`config.mk`:
```
export PLATFORM = sky130hd
export DESIGN_NAME = apb_sram_ctrl
export DESIGN_NICKNAME = d
export VERILOG_FILES = /design/src/rtl/apb_sram_ctrl.sv
export SDC_FILE = /design/constraint.sdc
export NUM_CORES = 1
export LEC_CHECK = 0
export CORE_ASPECT_RATIO = 1.5
export CORE_MARGIN = 4
export CORE_UTILIZATION = 36
export CTS_CLUSTER_DIAMETER = 50
export DETAILED_ROUTE_END_ITERATION = 12
export GPL_ROUTABILITY_DRIVEN = 0
export PLACE_DENSITY = 0.85
export REMOVE_ABC_BUFFERS = 1
export SYNTH_ARGS = -nofsm -noshare
export SYNTH_HDL_FRONTEND = slang
export SYNTH_SLANG_ARGS = --single-unit
```
`constraint.sdc`:
```
create_clock -name clk_i -period 3.9 [get_ports clk_i]
set_clock_uncertainty 0.2 [all_clocks]
set_input_delay 0.39 -clock clk_i [delete_from_list [all_inputs] [get_ports clk_i]]
set_output_delay 0.39 -clock clk_i [all_outputs]
set_load 0.05 [all_outputs]
```
`src/rtl/apb_sram_ctrl.sv`:
```
// APB4 completer driving a byte-writable single-port SRAM macro.
// Writes finish with no wait states, reads add one wait state, and bad addresses are answered with PSLVERR.
module apb_sram_ctrl #(
    parameter int unsigned MEM_DEPTH      = 1024,
    parameter int unsigned DATA_WIDTH     = 32,
    parameter int unsigned ADDR_WIDTH     = 10,
    parameter int unsigned APB_ADDR_WIDTH = 12
) (
    input  logic                      clk_i,
    input  logic                      rst_n_i,
    input  logic                      psel_i,
    input  logic                      penable_i,
    input  logic                      pwrite_i,
    input  logic [APB_ADDR_WIDTH-1:0] paddr_i,
    input  logic [DATA_WIDTH-1:0]     pwdata_i,
    input  logic [3:0]                pstrb_i,
    output logic [DATA_WIDTH-1:0]     prdata_o,
    output logic                      pready_o,
    output logic                      pslverr_o,
    output logic                      sram_en_o,
    output logic                      sram_we_o,
    output logic [3:0]                sram_wbe_o,
    output logic [ADDR_WIDTH-1:0]     sram_addr_o,
    output logic [DATA_WIDTH-1:0]     sram_wdata_o,
    input  logic [DATA_WIDTH-1:0]     sram_rdata_i
);

    typedef enum logic [2:0] {
        ST_IDLE,
        ST_WR,
        ST_RD_WAIT,
        ST_RD_DONE,
        ST_ERR
    } state_e;

    state_e                  state_q, state_d;
    logic                    sram_en_d;
    logic                    sram_we_d;
    logic [3:0]              sram_wbe_d;
    logic [ADDR_WIDTH-1:0]   sram_addr_d;
    logic [DATA_WIDTH-1:0]   sram_wdata_d;
    logic                    setup_c;
    logic                    addr_err_c;

    assign setup_c    = psel_i && !penable_i;
    assign addr_err_c = (paddr_i[1:0] != 2'b00) ||
                        (32'(paddr_i[APB_ADDR_WIDTH-1:2]) >= MEM_DEPTH);

    // Completion status is a pure decode of the state register.
    assign pready_o  = (state_q == ST_WR) || (state_q == ST_RD_DONE) || (state_q == ST_ERR);
    assign pslverr_o = (state_q == ST_ERR);
    assign prdata_o  = (state_q == ST_RD_DONE) ? sram_rdata_i : '0;

    // Next state and next SRAM command; enables default low so every command lasts one cycle.
    always_comb begin
        state_d      = state_q;
        sram_en_d    = 1'b0;
        sram_we_d    = 1'b0;
        sram_wbe_d   = 4'b0000;
        sram_addr_d  = sram_addr_o;
        sram_wdata_d = sram_wdata_o;
        case (state_q)
            ST_IDLE: begin
                if (setup_c) begin
                    if (addr_err_c) begin
                        state_d = ST_ERR;
                    end else if (pwrite_i) begin
                        state_d      = ST_WR;
                        sram_en_d    = (pstrb_i != 4'b0000);
                        sram_we_d    = (pstrb_i != 4'b0000);
                        sram_wbe_d   = pstrb_i;
                        sram_addr_d  = paddr_i[ADDR_WIDTH+1:2];
                        sram_wdata_d = pwdata_i;
                    end else begin
                        state_d     = ST_RD_WAIT;
                        sram_en_d   = 1'b1;
                        sram_addr_d = paddr_i[ADDR_WIDTH+1:2];
                    end
                end
            end
            ST_RD_WAIT: state_d = psel_i ? ST_RD_DONE : ST_IDLE;
            ST_WR,
            ST_RD_DONE,
            ST_ERR:     state_d = ST_IDLE;
            default:    state_d = ST_IDLE;
        endcase
    end

    always_ff @(posedge clk_i or negedge rst_n_i) begin
        if (!rst_n_i) begin
            state_q      <= ST_IDLE;
            sram_en_o    <= 1'b0;
            sram_we_o    <= 1'b0;
            sram_wbe_o   <= 4'b0000;
            sram_addr_o  <= '0;
            sram_wdata_o <= '0;
        end else begin
            state_q      <= state_d;
            sram_en_o    <= sram_en_d;
            sram_we_o    <= sram_we_d;
            sram_wbe_o   <= sram_wbe_d;
            sram_addr_o  <= sram_addr_d;
            sram_wdata_o <= sram_wdata_d;
        end
    end

endmodule

```
==> flow_metrics.py, run 1 <==
metrics = {
    "global_route": {
        "antenna_found_initial": 0,
        "grt_overflow_total": 0,
        "grt_pass1_vias": 1975,
        "grt_pass1_wl_microns": 9960,
        "grt_max_degree": 52,
        "grt_usage": 0.172,
    },
    "timing": {
        "period_minus_slack_ns": 3.02,
        "slew_headroom": 0.541,
        "fmax_mhz": 331,
        "worst_slew_pin_slew_ns": 0.688,
        "hold_violations": 12,
        "rsz0062_at_grt": "false",
        "fin_setup_tns_ns": 0,
        "timing.final.crit_share": 0.774,
        "hold_ws_ns": -0.00583,
        "slew_violations": 0,
        "setup_viol": 0,
    },
    "cells_and_area": {
        "diodes": 0,
        "drive_gt1_frac": 0.169,
        "area_delta_synth_final_pct": 82.6,
        "nets": 410,
    },
    "cts": {
        "cts_resized": 0,
        "htreeDepth": 2,
        "clk_pin_slew_worst_paths_ns": 0.09,
        "cts_made_buffers": 5,
        "hold_buffers": 0,
        "post_cts_buffers": 0,
        "root_buffer": "clkbuf_8",
        "clock-sinks": 51,
        "clockBufferDepth": 2,
        "clock_latency_ns": 0.29,
        "cts_tree": "built",
    },
    "setup_path": {
        "arrival_ns": 2.43,
        "critPathCaptureType": "output pin",
        "crit_required_ns": 3.31,
        "r2r-end": "sram_wdata_o[4]",
        "crit_type": "register to output pin",
        "r2r_setup_slack_ns": 1.78,
        "path_max_fanout": 32,
        "rr_startpoint": "state_q[1]",
        "r2r_cells": 4,
        "critPathLaunchType": "register",
    },
    "outcome": {
        "violations": "negative hold slack",
        "status": "complete, but fails checks",
    },
    "route": {
        "drc": 0,
        "wire_per_inst_microns": 16.2,
        "drt_iter0_drc": 52,
        "drt-pass1-iter-count": 3,
        "drt-total-wl_microns": 6460,
        "vias": 1815,
        "vias_per_cell": 4.56,
        "ant_nets": 0,
    },
    "synth": {
        "ys_ff_latch": 51,
        "synth_cell_types": 22,
        "syn-cell-area_sq_um": 2190,
        "syn_area_per_cell_sq_um": 13.9,
        "synth_edf_count": 0,
        "synth-async-reset-ratio": 1.00,
        "ys_seq_area_frac": 0.582,
        "synth-main-ff-cell": "dfrtp_1",
        "netlist_instances": 158,
        "yosysWarnings": 0,
    },
    "place": {
        "portBuffers": 166,
        "dp_hpwl_microns": 5220,
    },
    "floorplan": {
        "row_count": 34,
        "fp.dieH_microns": 104,
        "start_util": 0.373,
        "core_area_sq_um": 5870,
        "die_x_microns": 71.7,
        "io_pins": 167,
        "die_area_sq_um": 7430,
    },
    "worst_hold_path": {
        "hp-class": "input pin to async pin",
    },
    "power_and_ir_drop": {
        "p_per_area_nw_per_um2": 478,
        "p_leak_nw": 1.75,
        "vdd_drop_max_v": 0.000347,
    },
    "run": {
        "maxCapViolations": 0,
    },
}
## cell usage in the layout, fill, tap and decap left out, drive strengths merged
cell and count:
clkdlybuf4s50 165, dfrtp 51, mux2 42, and2 32
clkbuf 7, nor2 6, inv 5, nor4 3
buf 3, nand2 2, and3 1, nor3b 1
nand3 1, nor3 1, a21o 1, a21oi 1
o21a 1, a211oi 1, nor4b 1, clkinv 1
## through the flow
step	utilization	instance area [sq um]	worst slack, ns	total power [mW]	cells
final	0.682	4000	0.881	1.92	398
after global placement	0.666	3910	1.22	1.61	390
after CTS	0.682	4000	0.840	1.94	398
after detailed placement	0.666	3910	1.18	1.62	390
after global routing	0.682	4000	0.671	2.00	398
after floorplan	-	2140	1.19	1.25	150
## registers in the layout, summed over array words and instances (netlist names)
signal / count
sram_addr_o: 10
sram_en_o: 1
sram_wbe_o: 4
sram_wdata_o: 32
sram_we_o: 1
state_q: 3
## worst max path at each step
stage               start               to  cells after the start
6_report       state_q[2]     prdata_o[17]                      4
5_1_grt        state_q[2]     prdata_o[30]                      4
4_1_cts        state_q[2]     prdata_o[17]                      4
3_5_place_dp   state_q[2]     prdata_o[17]                      4
3_3_place_gp   state_q[2]     prdata_o[23]                      4
2_1_floorplan  paddr_i[1]  sram_wdata_o[0]                      3
## synth_stat cells, types with 2 or more instances
cell type | instances | area share
mux2_4 | 14 | 0.096
dfrtp_1 | 51 | 0.58
mux2_2 | 28 | 0.14
buf_2 | 2 | 0.0046
and2_1 | 32 | 0.091
buf_6 | 2 | 0.010
nand2_1 | 2 | 0.0034
nor4_1 | 2 | 0.0057
nor2_1 | 6 | 0.010
inv_1 | 5 | 0.0086
clkbuf_1 | 3 | 0.0051
## worst max-delay path, cell delays in order, from the launching register on
cell and delay, ns:
dfrtp_1 0.41, inv_1 0.09, and3_1 0.60, and2_1 0.22, clkdlybuf4s50_1 0.81
## metal layers
layer  routed length [microns]  GRT usage
met3                       674     0.0630
met2                      3460      0.316
met1                      2270      0.183
met4                        53     0.0363
met5                         0          0
## cells by family after synthesis
kind of cell	count (synthesis)	share of synthesized area
flops	51	0.582
simple gates	48	0.134
mux	42	0.240
buf+inv	13	0.0320
compound gates	4	0.0126
## final cells by class
| cell class | instances | area, sq um |
|---|---|---|
| multi-input cells | 94 | 851 |
| clock buffers | 7 | 86.3 |
| well taps | 72 | 90.1 |
| clock inverters | 1 | 8.76 |
| fillers | 453 | 1870 |
| flip-flops and latches | 51 | 1280 |
| repair buffers | 168 | 1670 |
| inverters | 5 | 18.8 |
## where the power goes
group / leakage [nW] / internal, mW / switching, mW
logic: 1.07 / 0.367 / 0.533
clock network: 0.0484 / 0.146 / 0.170
registers: 0.641 / 0.642 / 0.0568
total: 1.75 / 1.15 / 0.760
No activity file was read; power rests on OpenSTA's default activity.
==> run 2, diff against run 1 <==
--- a/config.mk
+++ b/config.mk
@@ -7,11 +7,11 @@
 export LEC_CHECK = 0
 export CORE_ASPECT_RATIO = 1.5
 export CORE_MARGIN = 4
-export CORE_UTILIZATION = 36
+export CORE_UTILIZATION = 34
 export CTS_CLUSTER_DIAMETER = 50
 export DETAILED_ROUTE_END_ITERATION = 12
 export GPL_ROUTABILITY_DRIVEN = 0
-export PLACE_DENSITY = 0.85
+export PLACE_DENSITY = 0.81
 export REMOVE_ABC_BUFFERS = 1
 export SYNTH_ARGS = -nofsm -noshare
 export SYNTH_HDL_FRONTEND = slang
==> constraint.sdc (replaced) <==
create_clock -name clk_i -period 2.95 [get_ports clk_i]
set_clock_uncertainty 0.2 [all_clocks]
set_input_delay 0.295 -clock clk_i [delete_from_list [all_inputs] [get_ports clk_i]]
set_output_delay 0.295 -clock clk_i [all_outputs]
set_load 0.05 [all_outputs]
==> flow_metrics.py, run 2 (synthesized netlist as in run 1, its figures left out) <==
metrics = {
    "floorplan": {
        "die_area_sq_um": 7820,
        "start_util": 0.353,
        "io_pins": 167,
        "row_count": 35,
        "core_area_sq_um": 6220,
        "fp.dieH_microns": 106,
        "die_x_microns": 73.6,
    },
    "timing": {
        "slew_violations": 0,
        "fmax_mhz": 381,
        "slew_headroom": 0.574,
        "worst_slack_ns": 0.327,
        "worst_slew_pin_slew_ns": 0.638,
        "fin_setup_tns_ns": 0,
        "setup_viol": 0,
        "hold_violations": 0,
        "period_minus_slack_ns": 2.62,
        "timing.final.crit_share": 0.889,
        "rsz0062_at_grt": "false",
    },
    "global_route": {
        "grtUsageMet2": 0.301,
        "use_met1": 0.160,
        "grt_max_degree": 52,
        "grt_usage": 0.159,
        "grt_pass1_vias": 1900,
        "grt_use_met3": 0.0464,
        "grt_busiest_layer": "met2",
        "antenna_found_initial": 0,
        "grt_pass1_wl_microns": 9740,
        "grt_overflow_total": 0,
    },
    "setup_path": {
        "path_max_fanout": 32,
        "cp_cell_sequence": "inv_1, and3_1, buf_4, and2_1, clkdlybuf4s50_1",
        "slowest_delay_ns": 0.81,
        "critPathLaunchType": "register",
        "cpLargestDelayFamily": "buffers and inverters",
        "crit_type": "register to output pin",
        "crit_required_ns": 2.46,
        "critPathBufInv": 3,
        "critPathCaptureType": "output pin",
        "slowest_stage": "clkdlybuf4s50_1",
        "arrival_ns": 2.13,
    },
    "worst_hold_path": {
        "hp-class": "register to register",
    },
    "cts": {
        "clock-sinks": 51,
        "htreeDepth": 2,
        "cts_tree": "built",
        "clock_latency_ns": 0.29,
        "cts_made_buffers": 5,
        "clk_pin_slew_worst_paths_ns": 0.08,
        "root_buffer": "clkbuf_8",
        "clockBufferDepth": 2,
        "post_cts_buffers": 0,
    },
    "power_and_ir_drop": {
        "vdd_drop_max_v": 0.000454,
        "p_leak_nw": 1.77,
        "p_per_area_nw_per_um2": 623,
        "finalPower_mw": 2.49,
    },
    "place": {
        "dp_hpwl_microns": 4980,
        "portBuffers": 166,
        "dpl.cell_count": 393,
        "dp_slack_ns": 0.634,
    },
    "route": {
        "drt-total-wl_microns": 6130,
        "drt_iter0_drc": 75,
        "wire_per_inst_microns": 15.3,
        "ant_nets": 0,
        "vias_per_cell": 4.62,
        "drc": 0,
        "vias": 1852,
        "drt-pass1-iter-count": 3,
    },
    "run": {
        "maxCapViolations": 0,
    },
    "cells_and_area": {
        "layout_common_cells": "clkdlybuf4s50_1 (162), dfrtp_1 (51), and2_1 (32)",
        "nFillCells": 514,
        "nets": 412,
        "stdcell_count": 401,
        "reg_top3": "sram_wdata_o x32, sram_addr_o x10, sram_wbe_o x4",
        "largest_register_ffs": 32,
        "final_common_cell": "clkdlybuf4s50_1",
        "top_register": "sram_wdata_o",
        "multiInputGateArea_sq_um": 851,
        "diodes": 0,
        "seqCellArea_sq_um": 1280,
        "area_delta_synth_final_pct": 82.6,
        "drive_gt1_frac": 0.180,
    },
    "outcome": {
        "status": "complete, no violations",
    },
}
[run 2: cell count changes in the layout (fill, tap and decap cells not counted)]
cell / previous run / this run
buf_4: 2 / 6
clkdlybuf4s50_1: 165 / 162
clkbuf_1: 1 / 0
clkbuf_8: 6 / 5
clkinv_2: 0 / 1
dlygate4sd3_1: 0 / 1
[run 2: where the power goes]
part	leakage [nW]	internal (mW)	switching (mW)	total (mW)
Combinational	1.08	0.486	0.703	1.19
Sequential	0.641	0.849	0.0766	0.926
Clock	0.0440	0.163	0.216	0.379
Total	1.77	1.50	0.995	2.49
[run 2: final cells by class]
cell class              count  share of cell area
clock inverters             2             0.00344
flip-flops and latches     51               0.319
inverters                   5             0.00469
multi-input cells          94               0.213
clock buffers               5              0.0172
well taps                  74              0.0231
repair buffers            170               0.420
[run 2: stage by stage]
step / hold WS, ns / cell area, sq um / util
detailed placement: 0.245 / 3910 / 0.629
floorplan: -0.201 / 2140 / -
global placement: 0.245 / 3910 / 0.629
finish: 0.292 / 4000 / 0.644
global route: 0.328 / 4000 / 0.644
CTS: 0.292 / 4000 / 0.644
[run 2: final timing paths]
path / start / end / slack (ns) / cells past startpoint
max reg2reg: state_q[1] / sram_wdata_o[31] / 1.08 / 4
min in group asynchronous: rst_n_i / sram_wdata_o[28] / 0.44 / 3
max in group asynchronous: rst_n_i / sram_addr_o[1] / 1.66 / 3
min reg2reg: state_q[2] / state_q[0] / 0.29 / 1
max: state_q[2] / prdata_o[4] / 0.33 / 5
min: state_q[2] / state_q[0] / 0.29 / 1
[run 2: repair_timing]
item | CTS | global route
hold buffers | 1 | 0
hold endpoints to repair | 51 | 0
gates resized for setup | 0 | 0
endpoints found under the setup margin | 0 | 0
[run 2: worst register-to-register path, cell delays in order, from the launching register on]
cell     delay, ns
dfrtp_1       0.45
nor4_2        0.33
nand3_2       0.11
buf_4         0.30
mux2_4        0.38
[run 2: routing by layer]
layer,vias to the layer above,part of all wire,wire (microns)
li1,863,-,-
met1,872,0.31,1930
met2,110,0.55,3360
met3,7,0.12,746
met4,0,0.016,98
met5,-,0,0
==> run 3, diff against run 2 <==
--- a/config.mk
+++ b/config.mk
@@ -11,6 +11,7 @@
 export CTS_CLUSTER_DIAMETER = 50
 export DETAILED_ROUTE_END_ITERATION = 12
 export GPL_ROUTABILITY_DRIVEN = 0
+export GPL_TIMING_DRIVEN = 1
 export PLACE_DENSITY = 0.81
 export REMOVE_ABC_BUFFERS = 1
 export SYNTH_ARGS = -nofsm -noshare
==> results of run 3 <==
Final layout, timing and power as in run 2 (identical DEF).
